<file path="config.mk">
export PLATFORM = sky130hd
export DESIGN_NAME = interp_tap_accumulator_flat
export DESIGN_NICKNAME = d
export VERILOG_FILES = /design/src/rtl/interp_tap_accumulator_if.sv /design/src/rtl/interp_tap_accumulator.sv /design/src/flat_wrapper.sv
export SDC_FILE = /design/constraint.sdc
export NUM_CORES = 1
export LEC_CHECK = 0
export ABC_AREA = 1
export CORE_MARGIN = 2
export CORE_UTILIZATION = 50
export DETAILED_ROUTE_END_ITERATION = 7
export HOLD_SLACK_MARGIN = 0.15
export PLACE_DENSITY = 0.72
export SLEW_MARGIN = 20
export SYNTH_ARGS = -nofsm -noshare
export SYNTH_HDL_FRONTEND = slang
export SYNTH_SLANG_ARGS = --single-unit
</file>
<file path="constraint.sdc">
create_clock -name clk -period 7.5 [get_ports clk]
set_input_delay 1.5 -clock clk [delete_from_list [all_inputs] [get_ports clk]]
set_output_delay 1.5 -clock clk [all_outputs]
set_load 0.01 [all_outputs]
</file>
<file path="src/rtl/interp_tap_accumulator_if.sv">
// Stream bundle between the per-tap MCM products and the accumulator's sample output.
// slave is the accumulator side; master drives products and consumes samples.
interface interp_tap_accumulator_if #(
    parameter int PROD_W = 16
);
    logic                  in_valid;
    logic                  in_ready;
    logic                  in_mode;
    logic [8*PROD_W-1:0]   in_p;
    logic                  out_valid;
    logic                  out_ready;
    logic [15:0]           out_y;

    modport slave (
        input  in_valid, in_mode, in_p, out_ready,
        output in_ready, out_valid, out_y
    );

    modport master (
        output in_valid, in_mode, in_p, out_ready,
        input  in_ready, out_valid, out_y
    );
endinterface

</file>
<file path="src/rtl/interp_tap_accumulator.sv">
// Eight-tap adder tree with pass-dependent shift/round/clip; 3-cycle latency.
// Whole pipe freezes while the output is held (in_ready = !out_valid || out_ready).
module interp_tap_accumulator #(
    parameter int PROD_W    = 16,
    parameter int BIT_DEPTH = 8,
    parameter int SHIFT1    = 0,
    parameter int SHIFT2    = 6
) (
    input  logic                     clk,
    input  logic                     rst,
    interp_tap_accumulator_if.slave  bus
);
    localparam int S1W = PROD_W + 1;
    localparam int S2W = PROD_W + 2;
    localparam int S3W = PROD_W + 3;
    // One guard bit above the full sum so the rounding add cannot wrap, and at
    // least wide enough to hold the 16-bit saturation bounds.
    localparam int EW  = (S3W + 1 > 18) ? S3W + 1 : 18;

    localparam logic signed [EW-1:0] RND  = EW'((1 << SHIFT2) >> 1);
    localparam logic signed [EW-1:0] SMAX = EW'(32767);
    localparam logic signed [EW-1:0] SMIN = EW'(-32768);
    localparam logic signed [EW-1:0] CMAX = EW'((1 << BIT_DEPTH) - 1);

    logic                adv;
    logic                s1_vld, s1_mode;
    logic [S1W-1:0]      s1_sum [4];
    logic                s2_vld, s2_mode;
    logic [S2W-1:0]      s2_sum [2];
    logic                out_vld;
    logic [15:0]         out_dat;

    logic [PROD_W-1:0]   tap    [8];
    logic [S1W-1:0]      s1_nxt [4];
    logic [S2W-1:0]      s2_nxt [2];
    logic [S3W-1:0]      s3_sum;
    logic signed [EW-1:0] s3_ext;
    logic signed [EW-1:0] r0;
    logic signed [EW-1:0] r1;
    logic [15:0]         y_nxt;

    assign adv           = !out_vld || bus.out_ready;
    assign bus.in_ready  = adv;
    assign bus.out_valid = out_vld;
    assign bus.out_y     = out_dat;

    always_comb begin
        for (int i = 0; i < 8; i++) begin
            tap[i] = bus.in_p[i*PROD_W +: PROD_W];
        end
        for (int j = 0; j < 4; j++) begin
            s1_nxt[j] = {tap[2*j][PROD_W-1], tap[2*j]} + {tap[2*j+1][PROD_W-1], tap[2*j+1]};
        end
        for (int k = 0; k < 2; k++) begin
            s2_nxt[k] = {s1_sum[2*k][S1W-1], s1_sum[2*k]} + {s1_sum[2*k+1][S1W-1], s1_sum[2*k+1]};
        end
        s3_sum = {s2_sum[0][S2W-1], s2_sum[0]} + {s2_sum[1][S2W-1], s2_sum[1]};
        s3_ext = {{(EW-S3W){s3_sum[S3W-1]}}, s3_sum};
        r0     = s3_ext >>> SHIFT1;
        r1     = (s3_ext + RND) >>> SHIFT2;

        y_nxt = '0;
        if (s2_mode) begin
            if (r1[EW-1])
                y_nxt = '0;
            else if (r1 > CMAX)
                y_nxt = CMAX[15:0];
            else
                y_nxt = r1[15:0];
        end else begin
            if (r0 > SMAX)
                y_nxt = SMAX[15:0];
            else if (r0 < SMIN)
                y_nxt = SMIN[15:0];
            else
                y_nxt = r0[15:0];
        end
    end

    // Valid bits and the visible output register are the only reset state.
    always_ff @(posedge clk) begin
        if (rst) begin
            s1_vld  <= 1'b0;
            s2_vld  <= 1'b0;
            out_vld <= 1'b0;
            out_dat <= '0;
        end else if (adv) begin
            s1_vld  <= bus.in_valid;
            s2_vld  <= s1_vld;
            out_vld <= s2_vld;
            if (s2_vld)
                out_dat <= y_nxt;
        end
    end

    always_ff @(posedge clk) begin
        if (adv) begin
            if (bus.in_valid) begin
                s1_mode <= bus.in_mode;
                s1_sum  <= s1_nxt;
            end
            if (s1_vld) begin
                s2_mode <= s1_mode;
                s2_sum  <= s2_nxt;
            end
        end
    end
endmodule

</file>
<file path="src/flat_wrapper.sv">
// flat-port wrapper written by rule: the top's interface ports become plain ports
module interp_tap_accumulator_flat 
#(
    parameter int PROD_W    = 16,
    parameter int BIT_DEPTH = 8,
    parameter int SHIFT1    = 0,
    parameter int SHIFT2    = 6
)
  (clk, rst, bus_in_valid, bus_in_mode, bus_in_p, bus_out_ready, bus_in_ready, bus_out_valid, bus_out_y);
  interp_tap_accumulator_if #(.PROD_W(PROD_W)) bus_i ();
  input  logic clk;
  input  logic rst;
  input wire logic [$bits(bus_i.in_valid)-1:0] bus_in_valid;
  input wire logic [$bits(bus_i.in_mode)-1:0] bus_in_mode;
  input wire logic [$bits(bus_i.in_p)-1:0] bus_in_p;
  input wire logic [$bits(bus_i.out_ready)-1:0] bus_out_ready;
  output wire logic [$bits(bus_i.in_ready)-1:0] bus_in_ready;
  output wire logic [$bits(bus_i.out_valid)-1:0] bus_out_valid;
  output wire logic [$bits(bus_i.out_y)-1:0] bus_out_y;
  assign bus_i.in_valid = bus_in_valid;
  assign bus_i.in_mode = bus_in_mode;
  assign bus_i.in_p = bus_in_p;
  assign bus_i.out_ready = bus_out_ready;
  assign bus_in_ready = bus_i.in_ready;
  assign bus_out_valid = bus_i.out_valid;
  assign bus_out_y = bus_i.out_y;
  interp_tap_accumulator #(.PROD_W(PROD_W), .BIT_DEPTH(BIT_DEPTH), .SHIFT1(SHIFT1), .SHIFT2(SHIFT2)) u_core (.clk(clk), .rst(rst), .bus(bus_i));
endmodule
</file>
==> flow_summary.toml, run 1 <==
[global_routing]
grt_overflow = 0
grt_pass1_wl_mm = 33.9
grt_max_degree = 70
grt.total_usage = 0.206
grt_antenna_before_repair = 0
grt_pass1_vias = 7783

[synth]
ys_warn_count = 0
synth_area_mm2 = 0.00973
syn_inst = 1161
synth_edf_count = 106
synthArstFlopShare = 0
yosysSeqAreaShare = 0.366
synthesis.nets = 1418
ys_ff_latch = 125
synth.avg_cell_area_um2 = 8.38
synth_top_flop_cell = "edfxtp_1"
yosysUniqueCellTypes = 45

[flow_run]
cap_violations = 0

[pwr]
power.leakage_nw = 5.50
ir_drop_mv = 0.161
power_density_mw_per_mm2 = 241

[timing]
worst_pin_slew_ps = 899
min_period_ps = 4230
hold_violations = 0
holdWs_ps = 433
fin_crit_sh = 0.564
fin_skew_ps = 14.5
relSlewSlack = 0.401
max_freq_mhz = 237
setup_slack_ps = 3270
finalSetupViolCount = 0
slew_violations = 0
rsz0062_at_grt = "no"
tns_ps = 0

[routing]
avgViaCountPerCell = 4.95
drc_errors = 0
first_pass_iters = 5
drt-initial-drc-count = 286
ant_nets = 0
vias = 7946
routed_wl_mm = 20.0
drt-wirelength-per-cell_um = 12.5

[cells_and_area]
fin_nets = 1586
layout-drive-gt1-share = 0.0664
layout_common_cells = "nand2_1, inv_1, clkdlybuf4s50_1, ha_1, a21oi_1"
antenna_cells_inserted = 0
areaGrowthSynthToFinish_pct = 24.4
layout_commonest_cell = "nand2_1"

[cts]
htreeDepth = 4
cts_root_buf = "clkbuf_16"
cts_resized = 0
cts_buffer_depth = 2
clk_pin_slew_ps = 70
cts_buffers = 17
cts_setup_buffers = 0
cts_tree = "done"
clock_sinks = 125
hold_buffers = 0
insertion_delay_ps = 420

[worst_setup_path]
crit_path_max_fanout = 4
startpoint_type = "input pin"
required_ps = 6000
end_kind = "primary output"
crit_arrival_ps = 2730
crit_type = "input pin to primary output"

[floorplan]
start_util = 0.505
die_y_um = 144
dieArea_mm2 = 0.0206
die_x_um = 144
ios = 151
core_mm2 = 0.0193
rows = 51

[place]
hpwl_mm = 16.3
place_congestion = 0.895
pre_cts_ws_ps = 2940
port_buffers = 150

[outcome]
status = "completed"

[hold_path]
holdCritPathClass = "flop to flop"
-- worst max-delay path, stage by stage --
cell	delay [ps]
clkdlybuf4s50_1	400
nor2_1	210
inv_1	130
clkdlybuf4s50_1	490
-- where the power goes --
part / internal [mW] / switching (mW) / leakage, nW
clock network: 0.453 / 0.308 / 0.265
registers: 0.897 / 0.0330 / 1.18
logic: 0.478 / 0.745 / 4.05
total: 1.83 / 1.09 / 5.50
-- Yosys cell counts (9+ instances only) --
library cell / instances / share of area
nand2_2: 17 / 0.011
ha_1: 117 / 0.15
nand4_1: 9 / 0.0058
inv_1: 153 / 0.059
dfxtp_1: 19 / 0.039
o21bai_1: 10 / 0.0077
a21oi_1: 112 / 0.058
o21ai_0: 52 / 0.027
xnor2_1: 25 / 0.022
nand3_1: 54 / 0.028
nand2_1: 271 / 0.10
xor2_1: 68 / 0.061
nor2_1: 58 / 0.022
edfxtp_1: 106 / 0.33
-- kinds of logic after synthesis --
logic type	Yosys count	synth area share
buffers and inverters	164	0.0644
adder cells (fa/ha/maj)	124	0.165
AO/OA/AOI/OAI	211	0.123
AND/OR/NAND/NOR	443	0.196
XOR/XNOR	94	0.0854
flip-flops	125	0.366
-- per-stage QoR --
step / cell area, um2 / util / power (mW) / std cells
final: 12100 / 0.628 / 2.91 / 1606
after global placement: 11600 / 0.600 / 2.14 / 1575
after floorplan: 9730 / - / 1.84 / 1161
after global routing: 12100 / 0.628 / 3.13 / 1606
after detailed placement: 11600 / 0.600 / 2.16 / 1575
after CTS: 12100 / 0.628 / 2.93 / 1606
-- flip-flops by register name, summed over array words and instances (netlist names) --
name / cells
u_core.s2_mode: 1
u_core.s2_sum: 36
u_core.s1_mode: 1
u_core.s2_vld: 1
u_core.bus.out_y: 16
u_core.s1_sum: 68
u_core.bus.out_valid: 1
u_core.s1_vld: 1
-- per-layer routing --
layer / global-route usage / vias to the layer above / wire length (um)
met4: 0.0537 / 0 / 239
met1: 0.251 / 3558 / 9290
li1: - / 4228 / -
met5: 0 / - / 0
met2: 0.372 / 142 / 9770
met3: 0.0397 / 18 / 712
-- area by class of cell --
cell class | count | area (um2)
clock buffers | 17 | 425
flip-flops and latches | 125 | 3560
multi-input cells | 872 | 5540
repair buffers | 152 | 1520
clock inverters | 14 | 121
well taps | 265 | 332
fillers | 1730 | 7170
inverters | 161 | 604
-- path summary, 6_finish.rpt --
kind | startpoint | endpoint | slack, ps | cells past startpoint
max | bus_out_ready | bus_in_ready | 3270 | 4
min | u_core.s1_mode | u_core.s2_mode | 430 | 0
max reg2reg | u_core.s2_sum[18] | u_core.bus.out_y[4] | 3960 | 24
min reg2reg | u_core.s1_mode | u_core.s2_mode | 430 | 0
Note: power is estimated with default switching activity, not from simulation.
==> inputs of run 2 (changes only) <==
--- a/config.mk
+++ b/config.mk
@@ -10,7 +10,7 @@
 export CORE_UTILIZATION = 50
 export DETAILED_ROUTE_END_ITERATION = 7
 export HOLD_SLACK_MARGIN = 0.15
-export PLACE_DENSITY = 0.72
+export PLACE_DENSITY = 0.75
 export SLEW_MARGIN = 20
 export SYNTH_ARGS = -nofsm -noshare
 export SYNTH_HDL_FRONTEND = slang
==> constraint.sdc (replaced) <==
create_clock -name clk -period 3.82 [get_ports clk]
set_input_delay 0.764 -clock clk [delete_from_list [all_inputs] [get_ports clk]]
set_output_delay 0.764 -clock clk [all_outputs]
set_load 0.01 [all_outputs]
==> flow_summary.toml, run 2 (synthesis results as in run 1) <==
[pwr]
p_int_mw = 3.80
ir_drop_mv = 0.273
power_mw = 5.95
power.leakage_nw = 5.54
seqPwrFrac = 0.307
p_sw_mw = 2.14
p_comb_frac = 0.403
power_frac_clock = 0.289
power_density_mw_per_mm2 = 487
switching_share = 0.361

[worst_setup_path]
crit_path_max_fanout = 5
r2r-start = "u_core.s2_sum[18]"
r2r_end = "u_core.bus.out_y[4]"
r2r_cells = 24
required_ps = 4120
end_kind = "flop"
startpoint_type = "flop"
crit_arrival_ps = 3790
crit_type = "flop to flop"
rrSetupSlack_ps = 330

[cells_and_area]
layout-drive-gt1-share = 0.0685
antenna_cells_inserted = 0
layout_common_cells = "nand2_1, inv_1, clkdlybuf4s50_1, ha_1, a21oi_1"
final_area_mm2 = 0.0122
largest_register = "u_core.s1_sum"
multiInputGateArea_mm2 = 0.00554
areaGrowthSynthToFinish_pct = 25.6
seqCellArea_mm2 = 0.00356
layout_commonest_cell = "nand2_1"
fillers = 1653
fin_nets = 1588
post-route-util = 0.634
largest_reg_flops = 68

[cts]
cts_root_buf = "clkbuf_16"
cts_tree = "done"
htreeDepth = 4
clock_sinks = 125
insertion_delay_ps = 420
cts_buffers = 17
clk_pin_slew_ps = 60
cts_buffer_depth = 2

[global_routing]
grt_overflow = 0
grt_pass1_vias = 7691
grt_pass1_wl_mm = 33.9
grt_max_degree = 64
grt_antenna_before_repair = 0
grt.total_usage = 0.206

[hold_path]
whs_endpoint = "u_core.s2_mode"
holdCritPathClass = "flop to flop"
min_from = "u_core.s1_mode"
whs_path_depth = 0

[floorplan]
die_x_um = 144
core_mm2 = 0.0193
ios = 151
die_y_um = 144
start_util = 0.505
dieArea_mm2 = 0.0206
rows = 51

[routing]
first_pass_iters = 5
routed_wl_mm = 20.1
ant_nets = 0
drt-initial-drc-count = 381
vias = 7917
avgViaCountPerCell = 4.92
drc_errors = 0
drt-wirelength-per-cell_um = 12.5

[place]
place_area_mm2 = 0.0116
pre_cts_ws_ps = -16.9
place_congestion = 0.929
hpwl_mm = 16.3
port_buffers = 150

[timing]
relSlewSlack = 0.609
finalSetupViolCount = 0
holdWs_ps = 419
fin_crit_sh = 0.914
worst_pin_slew_ps = 584
max_freq_mhz = 286
hold_violations = 0
fin_skew_ps = 9.55
setup_slack_ps = 329
min_period_ps = 3490
slew_violations = 0
rsz0062_at_grt = "no"

[flow_run]
cap_violations = 0

[outcome]
status = "completed"
## run 2: worst max-delay path, stage by stage (launching register included)
cell,delay [ps]
edfxtp_1,360
ha_2,250
inv_1,70
fa_1,370
inv_1,60
nand2_1,60
nand2_1,150
nand3_2,100
nand2_2,110
nand2_1,110
nand2_1,110
ha_1,190
nand3_1,110
nor2_1,130
nand2_2,100
nor2_2,150
nand2_1,110
nor2_1,130
a21oi_1,60
nor2_1,160
nand2_1,140
nand2_2,120
nand2_1,60
nand2_1,90
a21oi_2,50
## run 2: per-layer routing
| layer | part of all wire | GRT usage | vias to the layer above |
|---|---|---|---|
| met1 | 0.45 | 0.247 | 3500 |
| li1 | - | - | 4232 |
| met3 | 0.038 | 0.0443 | 24 |
| met5 | 0 | 0 | - |
| met4 | 0.018 | 0.0686 | 0 |
| met2 | 0.49 | 0.367 | 161 |
## run 2: cell type report
cell class              instances  share of cell area
inverters                     161              0.0494
multi-input cells             872               0.454
clock buffers                  17              0.0348
repair buffers                154               0.126
clock inverters                15              0.0172
flip-flops and latches        125               0.292
well taps                     265              0.0271
## run 2: worst max path at each step
stage                                to  slack (ps)  cells past startpoint         startpoint
floorplan             u_core.s1_sum[16]         850                     17       bus_in_p[96]
global placement      u_core.s1_sum[67]         120                     18        bus_in_p[0]
detailed placement    u_core.s1_sum[67]         -20                     18        bus_in_p[0]
CTS                 u_core.bus.out_y[4]         300                     24  u_core.s2_sum[18]
global route        u_core.bus.out_y[7]           5                     24  u_core.s2_sum[18]
finish              u_core.bus.out_y[4]         330                     24  u_core.s2_sum[18]
## run 2: what timing repair did
action                     in CTS  in global routing
hold buffers                    0                  0
setup buffers                   0                  0
resized for setup               0                  1
setup endpoints to repair       0                  6
## run 2: per-stage QoR
step | std cells | setup TNS (ps)
floorplan | 1161 | 0
global placement | 1577 | 0
detailed placement | 1577 | -16.9
CTS | 1609 | 0
global route | 1609 | 0
finish | 1609 | 0
## run 2: power by group through the flow
stage	clock (mW)	sequential, mW	combinational [mW]
6_report	1.72	1.83	2.40
5_1_grt	1.80	1.84	2.74
4_1_cts	1.75	1.83	2.40
3_5_place_dp	0	1.85	2.38
3_3_place_gp	0	1.85	2.34
2_1_floorplan	0	1.84	1.79
